===== config.mk =====
export PLATFORM = sky130hd
export DESIGN_NAME = sram_sync_flat
export DESIGN_NICKNAME = d
export VERILOG_FILES = /design/src/rtl/sram_pkg.sv /design/src/rtl/sram_sync_if.sv /design/src/rtl/sram_array.sv /design/src/rtl/sram_sync.sv /design/src/flat_wrapper.sv
export SDC_FILE = /design/constraint.sdc
export NUM_CORES = 2
export LEC_CHECK = 0
export BUFFER_PORTS_ARGS = -buffer_cell sky130_fd_sc_hd__buf_4
export CAP_MARGIN = 20
export CORE_UTILIZATION = 60
export CTS_BUF_LIST = sky130_fd_sc_hd__clkbuf_8
export CTS_CLUSTER_DIAMETER = 50
export CTS_CLUSTER_SIZE = 30
export DETAILED_ROUTE_END_ITERATION = 10
export PLACE_DENSITY_LB_ADDON = 0.1
export SETUP_SLACK_MARGIN = 0.02
export SLEW_MARGIN = 20
export SYNTH_ARGS = -nofsm -noshare
export SYNTH_HDL_FRONTEND = slang
export SYNTH_SLANG_ARGS = --single-unit

===== constraint.sdc =====
create_clock -name i_clk -period 17.7 [get_ports i_clk]
set_input_delay 2.655 -clock i_clk [delete_from_list [all_inputs] [get_ports i_clk]]
set_output_delay 2.655 -clock i_clk [all_outputs]
set_load 0.02 [all_outputs]

===== src/rtl/sram_pkg.sv =====
// Shared types and sizing helpers for the synchronous single-port SRAM.
package sram_pkg;

    typedef enum logic {
        CLEAR = 1'b0,
        IDLE  = 1'b1
    } state_t;

    function automatic int calc_depth(input int addr_width);
        return 1 << addr_width;
    endfunction

    function automatic int calc_nbytes(input int data_width);
        return data_width / 8;
    endfunction

endpackage


===== src/rtl/sram_sync_if.sv =====
// Request/response port of sram_sync: valid/ready request, read response, clear status.
interface sram_sync_if #(
    parameter int ADDR_WIDTH = 8,
    parameter int DATA_WIDTH = 16
);

    logic                      req_valid;
    logic                      req_ready;
    logic                      req_we;
    logic [DATA_WIDTH/8-1:0]   req_be;
    logic [ADDR_WIDTH-1:0]     req_adr;
    logic [DATA_WIDTH-1:0]     req_wdata;
    logic                      rsp_valid;
    logic [DATA_WIDTH-1:0]     rsp_rdata;
    logic                      busy;

    modport master (
        output req_valid, req_we, req_be, req_adr, req_wdata,
        input  req_ready, rsp_valid, rsp_rdata, busy
    );

    modport slave (
        input  req_valid, req_we, req_be, req_adr, req_wdata,
        output req_ready, rsp_valid, rsp_rdata, busy
    );

endinterface


===== src/rtl/sram_array.sv =====
// Storage array with byte-lane writes and a registered read port.
module sram_array
    import sram_pkg::*;
#(
    parameter int ADDR_WIDTH = 8,
    parameter int DATA_WIDTH = 16
) (
    input  logic                    i_clk,
    input  logic                    i_rst,
    input  logic                    i_we,
    input  logic [DATA_WIDTH/8-1:0] i_be,
    input  logic [ADDR_WIDTH-1:0]   i_adr,
    input  logic [DATA_WIDTH-1:0]   i_wdata,
    input  logic                    i_re,
    output logic [DATA_WIDTH-1:0]   o_rdata
);

    localparam int DEPTH  = calc_depth(ADDR_WIDTH);
    localparam int NBYTES = calc_nbytes(DATA_WIDTH);

    logic [DATA_WIDTH-1:0] r_mem [DEPTH];
    logic [DATA_WIDTH-1:0] r_rdata;

    // NOTE: the array has no reset branch; zeroing is the top level's clear sequence.
    always_ff @(posedge i_clk) begin
        if (i_we) begin
            for (int i = 0; i < NBYTES; i++) begin
                if (i_be[i]) begin
                    r_mem[i_adr][8*i +: 8] <= i_wdata[8*i +: 8];
                end
            end
        end
    end

    // Read register only loads on a read, so the last data is held between reads.
    always_ff @(posedge i_clk or posedge i_rst) begin
        if (i_rst) begin
            r_rdata <= '0;
        end else if (i_re) begin
            r_rdata <= r_mem[i_adr];
        end
    end

    assign o_rdata = r_rdata;

endmodule


===== src/rtl/sram_sync.sv =====
// Synchronous single-port SRAM: clear FSM, request mux and READ_LAT response pipeline.
module sram_sync
    import sram_pkg::*;
#(
    parameter int ADDR_WIDTH = 8,
    parameter int DATA_WIDTH = 16,
    parameter int READ_LAT   = 1,
    parameter int INIT_CLEAR = 1
) (
    input  logic        i_clk,
    input  logic        i_rst,
    sram_sync_if.slave  bus
);

    localparam int                  DEPTH       = calc_depth(ADDR_WIDTH);
    localparam int                  NBYTES      = calc_nbytes(DATA_WIDTH);
    localparam logic [ADDR_WIDTH:0] LAST_ADR    = (ADDR_WIDTH+1)'(DEPTH - 1);
    localparam state_t              RESET_STATE = (INIT_CLEAR != 0) ? CLEAR : IDLE;

    state_t                r_state;
    state_t                w_state_next;
    logic [ADDR_WIDTH:0]   r_clr_cnt;
    logic                  w_ready;
    logic                  w_busy;
    logic                  w_accept;
    logic                  w_rd_accept;
    logic                  w_arr_we;
    logic [NBYTES-1:0]     w_arr_be;
    logic [ADDR_WIDTH-1:0] w_arr_adr;
    logic [DATA_WIDTH-1:0] w_arr_wdata;
    logic [DATA_WIDTH-1:0] w_arr_rdata;
    logic                  r_vld1;

    // NOTE: non-blocking assignments so every flop samples pre-edge values.
    always_ff @(posedge i_clk or posedge i_rst) begin
        if (i_rst) begin
            r_state <= RESET_STATE;
        end else begin
            r_state <= w_state_next;
        end
    end

    always_ff @(posedge i_clk or posedge i_rst) begin
        if (i_rst) begin
            r_clr_cnt <= '0;
        end else if (r_state == CLEAR) begin
            r_clr_cnt <= r_clr_cnt + 1'b1;
        end
    end

    // NOTE: every output gets a default before the case so no latch is inferred.
    always_comb begin
        w_state_next = r_state;
        w_ready      = 1'b0;
        w_busy       = 1'b0;
        case (r_state)
            CLEAR: begin
                w_busy = 1'b1;
                if (r_clr_cnt == LAST_ADR) begin
                    w_state_next = IDLE;
                end
            end
            IDLE: begin
                w_ready = 1'b1;
            end
            default: begin
                w_state_next = IDLE;
            end
        endcase
    end

    assign w_accept    = bus.req_valid && w_ready;
    assign w_rd_accept = w_accept && !bus.req_we;

    // Clear writes own the array port while busy; user requests otherwise.
    always_comb begin
        w_arr_we    = w_accept && bus.req_we;
        w_arr_be    = bus.req_be;
        w_arr_adr   = bus.req_adr;
        w_arr_wdata = bus.req_wdata;
        if (r_state == CLEAR) begin
            w_arr_we    = 1'b1;
            w_arr_be    = '1;
            w_arr_adr   = r_clr_cnt[ADDR_WIDTH-1:0];
            w_arr_wdata = '0;
        end
    end

    sram_array #(
        .ADDR_WIDTH (ADDR_WIDTH),
        .DATA_WIDTH (DATA_WIDTH)
    ) u_array (
        .i_clk   (i_clk),
        .i_rst   (i_rst),
        .i_we    (w_arr_we),
        .i_be    (w_arr_be),
        .i_adr   (w_arr_adr),
        .i_wdata (w_arr_wdata),
        .i_re    (w_rd_accept),
        .o_rdata (w_arr_rdata)
    );

    always_ff @(posedge i_clk or posedge i_rst) begin
        if (i_rst) begin
            r_vld1 <= 1'b0;
        end else begin
            r_vld1 <= w_rd_accept;
        end
    end

    if (READ_LAT == 2) begin : g_lat2
        logic                  r_vld2;
        logic [DATA_WIDTH-1:0] r_rdata2;

        always_ff @(posedge i_clk or posedge i_rst) begin
            if (i_rst) begin
                r_vld2   <= 1'b0;
                r_rdata2 <= '0;
            end else begin
                r_vld2 <= r_vld1;
                if (r_vld1) begin
                    r_rdata2 <= w_arr_rdata;
                end
            end
        end

        assign bus.rsp_valid = r_vld2;
        assign bus.rsp_rdata = r_rdata2;
    end else begin : g_lat1
        assign bus.rsp_valid = r_vld1;
        assign bus.rsp_rdata = w_arr_rdata;
    end

    assign bus.req_ready = w_ready;
    assign bus.busy      = w_busy;

endmodule


===== src/flat_wrapper.sv =====
// flat-port wrapper written by rule: the top's interface ports become plain ports
module sram_sync_flat import sram_pkg::*;
#(
    parameter int ADDR_WIDTH = 8,
    parameter int DATA_WIDTH = 16,
    parameter int READ_LAT   = 1,
    parameter int INIT_CLEAR = 1
)
  (i_clk, i_rst, bus_req_valid, bus_req_we, bus_req_be, bus_req_adr, bus_req_wdata, bus_req_ready, bus_rsp_valid, bus_rsp_rdata, bus_busy);
  sram_sync_if #(.ADDR_WIDTH(ADDR_WIDTH), .DATA_WIDTH(DATA_WIDTH)) bus_i ();
  input  logic i_clk;
  input  logic i_rst;
  input wire logic [$bits(bus_i.req_valid)-1:0] bus_req_valid;
  input wire logic [$bits(bus_i.req_we)-1:0] bus_req_we;
  input wire logic [$bits(bus_i.req_be)-1:0] bus_req_be;
  input wire logic [$bits(bus_i.req_adr)-1:0] bus_req_adr;
  input wire logic [$bits(bus_i.req_wdata)-1:0] bus_req_wdata;
  output wire logic [$bits(bus_i.req_ready)-1:0] bus_req_ready;
  output wire logic [$bits(bus_i.rsp_valid)-1:0] bus_rsp_valid;
  output wire logic [$bits(bus_i.rsp_rdata)-1:0] bus_rsp_rdata;
  output wire logic [$bits(bus_i.busy)-1:0] bus_busy;
  assign bus_i.req_valid = bus_req_valid;
  assign bus_i.req_we = bus_req_we;
  assign bus_i.req_be = bus_req_be;
  assign bus_i.req_adr = bus_req_adr;
  assign bus_i.req_wdata = bus_req_wdata;
  assign bus_req_ready = bus_i.req_ready;
  assign bus_rsp_valid = bus_i.rsp_valid;
  assign bus_rsp_rdata = bus_i.rsp_rdata;
  assign bus_busy = bus_i.busy;
  sram_sync #(.ADDR_WIDTH(ADDR_WIDTH), .DATA_WIDTH(DATA_WIDTH), .READ_LAT(READ_LAT), .INIT_CLEAR(INIT_CLEAR)) u_core (.i_clk(i_clk), .i_rst(i_rst), .bus(bus_i));
endmodule

==> impl_results.md <==
* Status: complete, no violations
* Syn Area/Cell at 21.3 µm²
* Worst Tran Pin Value at 1.29 ns
* Drt first pass iters at 8
* Worst vdd ir at 0.0000835 V
* Reg2reg setup slack at 10.53 ns
* Top cells by count, synth: edfxtp_1, mux4_2, nand2_1, nor2_1, clkbuf_1
* CP endpoint: u_core.u_array.o_rdata[12]
* Clock transition at path regs at 0.09 ns
* Crit path time final at 7.74 ns
* Initial DRC Count at 9,703
* Tcrit/Tclk final at 0.437
* Hold Crit Depth at 2
* Slowest CP cell: o41ai_1
* Crit-path most repeated cell: buf_4
* R2R Path End: u_core.u_array.o_rdata[12]
* Final net count at 7,573
* Global placer's final weighted congestion at 0.841
* Post-synthesis cell count at 7,451
* Setup WS pre-CTS at 9.11 ns
* Full die area at 266,000 µm²
* WP depth at 11
* Top FF cell, synth: edfxtp_1
* Area leader, netlist: edfxtp_1
* Fin. max-slew vios at 0
* Reg2Reg Depth at 11
* Remaining antenna violation count at 0
* CP Capture Type: flop
* Vias per inst at 6.75
* RSZ-0062 raised after global routing: no
* Post-synth EDFFs at 4,096
* Final setup margin at 9.96 ns
* Yosys reg bits at 4,123
* Post-synth cell types at 47
* Vias in the first global route at 76,400
* Mapped Area at 158,000 µm²
* Chip width at 516 µm
* CP startpoint: bus_req_adr[1]
* PwrDens at 97.7 nW/µm²
* Area Overhead vs Synth at 8.04%
* GR Util All Layers at 0.293
* Reg2reg start: u_core.r_state
* FMAX at 129 MHz
* Die Height at 516 µm
* Hold_buf cts at 0
* First-pass GRT wire length at 554,000 µm
* Setup Fix Bufs, Post-CTS at 0
* Initial antenna violation count at 17
* Setup TNS at 0 ns
* Final Skew at 0.0958 ns
* Count leader, synth: edfxtp_1
* Leak pwr at 42.5 nW
* CTS tree: yes
* Worst setup SP type: input pin
* Crit-path cells: buf_4 -> mux2_8 -> buf_4 -> buf_4 -> buf_4 -> buf_4 -> mux4_2 -> a22oi_1 -> a21oi_1 -> o41ai_1 -> a31oi_1
* GRT overflow at 0
* Synth top area cells: edfxtp_1, mux4_2, nand2_1, nor2_1, a22oi_1
* CTS Sinks at 4,123
* IO Pins at 49
* Core area at 263,000 µm²
* Port Buffers at 48
* Arr. time, crit path at 8.62 ns
* Vias at 76,800
* Clk buf depth at 4
* Post-CTS sizing at 0
* Share of layout cells above drive strength 1 at 0.246
* Largest net degree at the start of global routing at 257
* Share of Yosys cell area claimed by the top area cell type at 0.777
* Seq/Total Area, Yosys at 0.781
* Fillers at 17,200
* Initial Util at 0.603
* Final Hold Vio Count at 0
* Max_cap viols at 0
* Buf+Inv Stages, Crit Path at 5
* Post-route DRC at 0
* HPWL Detailed at 217,000 µm
* Syn nets at 7,483
* Crit path max-delay family: buffers and inverters
* Worst hold-check path type: flop to flop
* Design Power at 16.7 mW
* TritonCTS Buffers at 368
* Routed WL per cell at 34.0 µm
* Async set-reset flop share out of synthesis at 0.00655
* Largest stage delay on the critical path at 1.01 ns
* CP max FO at 70
* Post-route cell area at 171,000 µm²
* Root Driver: clkbuf_8
* Required @ worst endpoint at 18.58 ns
* Worst-skew pair later-pin latency at 1.09 ns
* DP Area at 162,000 µm²
* Synth Warn # at 0
* Drt total wl at 386,000 µm
* Crit path kind: input pin to flop
* Setup Viol. Count Final at 0
* Num rows at 188
* H-tree levels at 5
* Slew HR at 0.127
how the worst min path moves through the flow:
stage / from / to / slack (ns)
detailed placement: u_core.r_clr_cnt[8] / u_core.r_clr_cnt[8] / 0.50
global placement: u_core.r_clr_cnt[8] / u_core.r_clr_cnt[8] / 0.47
floorplan: u_core.r_clr_cnt[8] / u_core.r_clr_cnt[8] / 0.45
global route: u_core.r_clr_cnt[8] / u_core.r_clr_cnt[8] / 0.55
CTS: u_core.r_clr_cnt[8] / u_core.r_clr_cnt[8] / 0.52
finish: u_core.r_clr_cnt[8] / u_core.r_clr_cnt[8] / 0.51
state kept, by name, summed over array words and instances (netlist names):
register and flops:
u_core.u_array.o_rdata 16, u_core.r_state 1, u_core.u_array.r_mem 4096, u_core.bus.rsp_valid 1, u_core.r_clr_cnt 9
cell type report:
class                           instances  area, µm²  share of cell area
Sequential cell                      4123     124000               0.723
Multi-Input combinational cell       2850      32800               0.192
Clock buffer                          374       5150              0.0301
Tap cell                             3515       4400              0.0257
Clock inverter                        301       3260              0.0191
Timing Repair Buffer                  188       1730              0.0101
Inverter                               10       37.5            0.000219
Antenna cell                           11       27.5            0.000161
through the flow:
stage	utilization	instances	hold WS [ns]
5_1_grt	0.652	11400	0.548
2_1_floorplan	-	7451	0.453
3_3_place_gp	0.619	10700	0.465
4_1_cts	0.651	11400	0.519
3_5_place_dp	0.619	10700	0.497
6_report	0.652	11400	0.512
cells by family (layout without fill, tap and decap cells):
| logic type | after synthesis | count (layout) | synth area share |
|---|---|---|---|
| AND/OR/NAND/NOR | 1234 | 1234 | 0.0304 |
| multiplexers | 1028 | 1028 | 0.146 |
| adder cells (fa/ha/maj) | 2 | 2 | 0.000158 |
| XOR/XNOR | 7 | 7 | 0.000387 |
| buffers and inverters | 478 | 873 | 0.0150 |
| flip-flops | 4123 | 4123 | 0.781 |
| AO/OA/AOI/OAI | 579 | 579 | 0.0271 |
| other | 0 | 11 | 0 |
routing by layer:
layer	global-route usage	share of wire
met1	0.432	0.40
met2	0.454	0.48
met3	0.0556	0.091
met5	0	0.00012
met4	0.0870	0.031
worst register-to-register path, stage by stage, from the launching register on:
cell and delay, ns:
dfrtp_2 0.39, buf_4 0.61, mux2_8 0.79, buf_4 0.81, buf_4 0.82, buf_4 0.89, buf_4 0.63, mux4_2 0.38
a22oi_1 0.39, a21oi_1 0.13, o41ai_1 1.01, a31oi_1 0.19
power breakdown:
| group | total (mW) | internal (mW) | switching [mW] |
|---|---|---|---|
| Sequential | 10.5 | 10.5 | 0 |
| Combinational | 0.0115 | 0.00481 | 0.00670 |
| Clock | 6.16 | 2.47 | 3.69 |
cell usage in the layout, fill, tap and decap left out, drive strengths merged, types with 2 or more instances in the layout:
cell / count
o21ai: 19
and4: 9
ha: 2
a22oi: 225
and2: 18
a31oi: 3
mux2: 3
nor2b: 2
or2: 2
dfrtp: 27
nor4b: 2
clkbuf: 374
edfxtp: 4096
a41oi: 147
clkinvlp: 25
nor3: 2
bufinv: 15
o41ai: 55
nand4: 3
inv: 151
nor4: 3
buf: 188
o32a: 3
nand2: 634
mux4: 1024
xnor2: 7
nand3: 25
a21oi: 113
nor2: 526
clkinv: 120
o32ai: 7
nand2b: 3
and3: 4
diode: 11
Note: power is estimated with default switching activity, not from simulation.
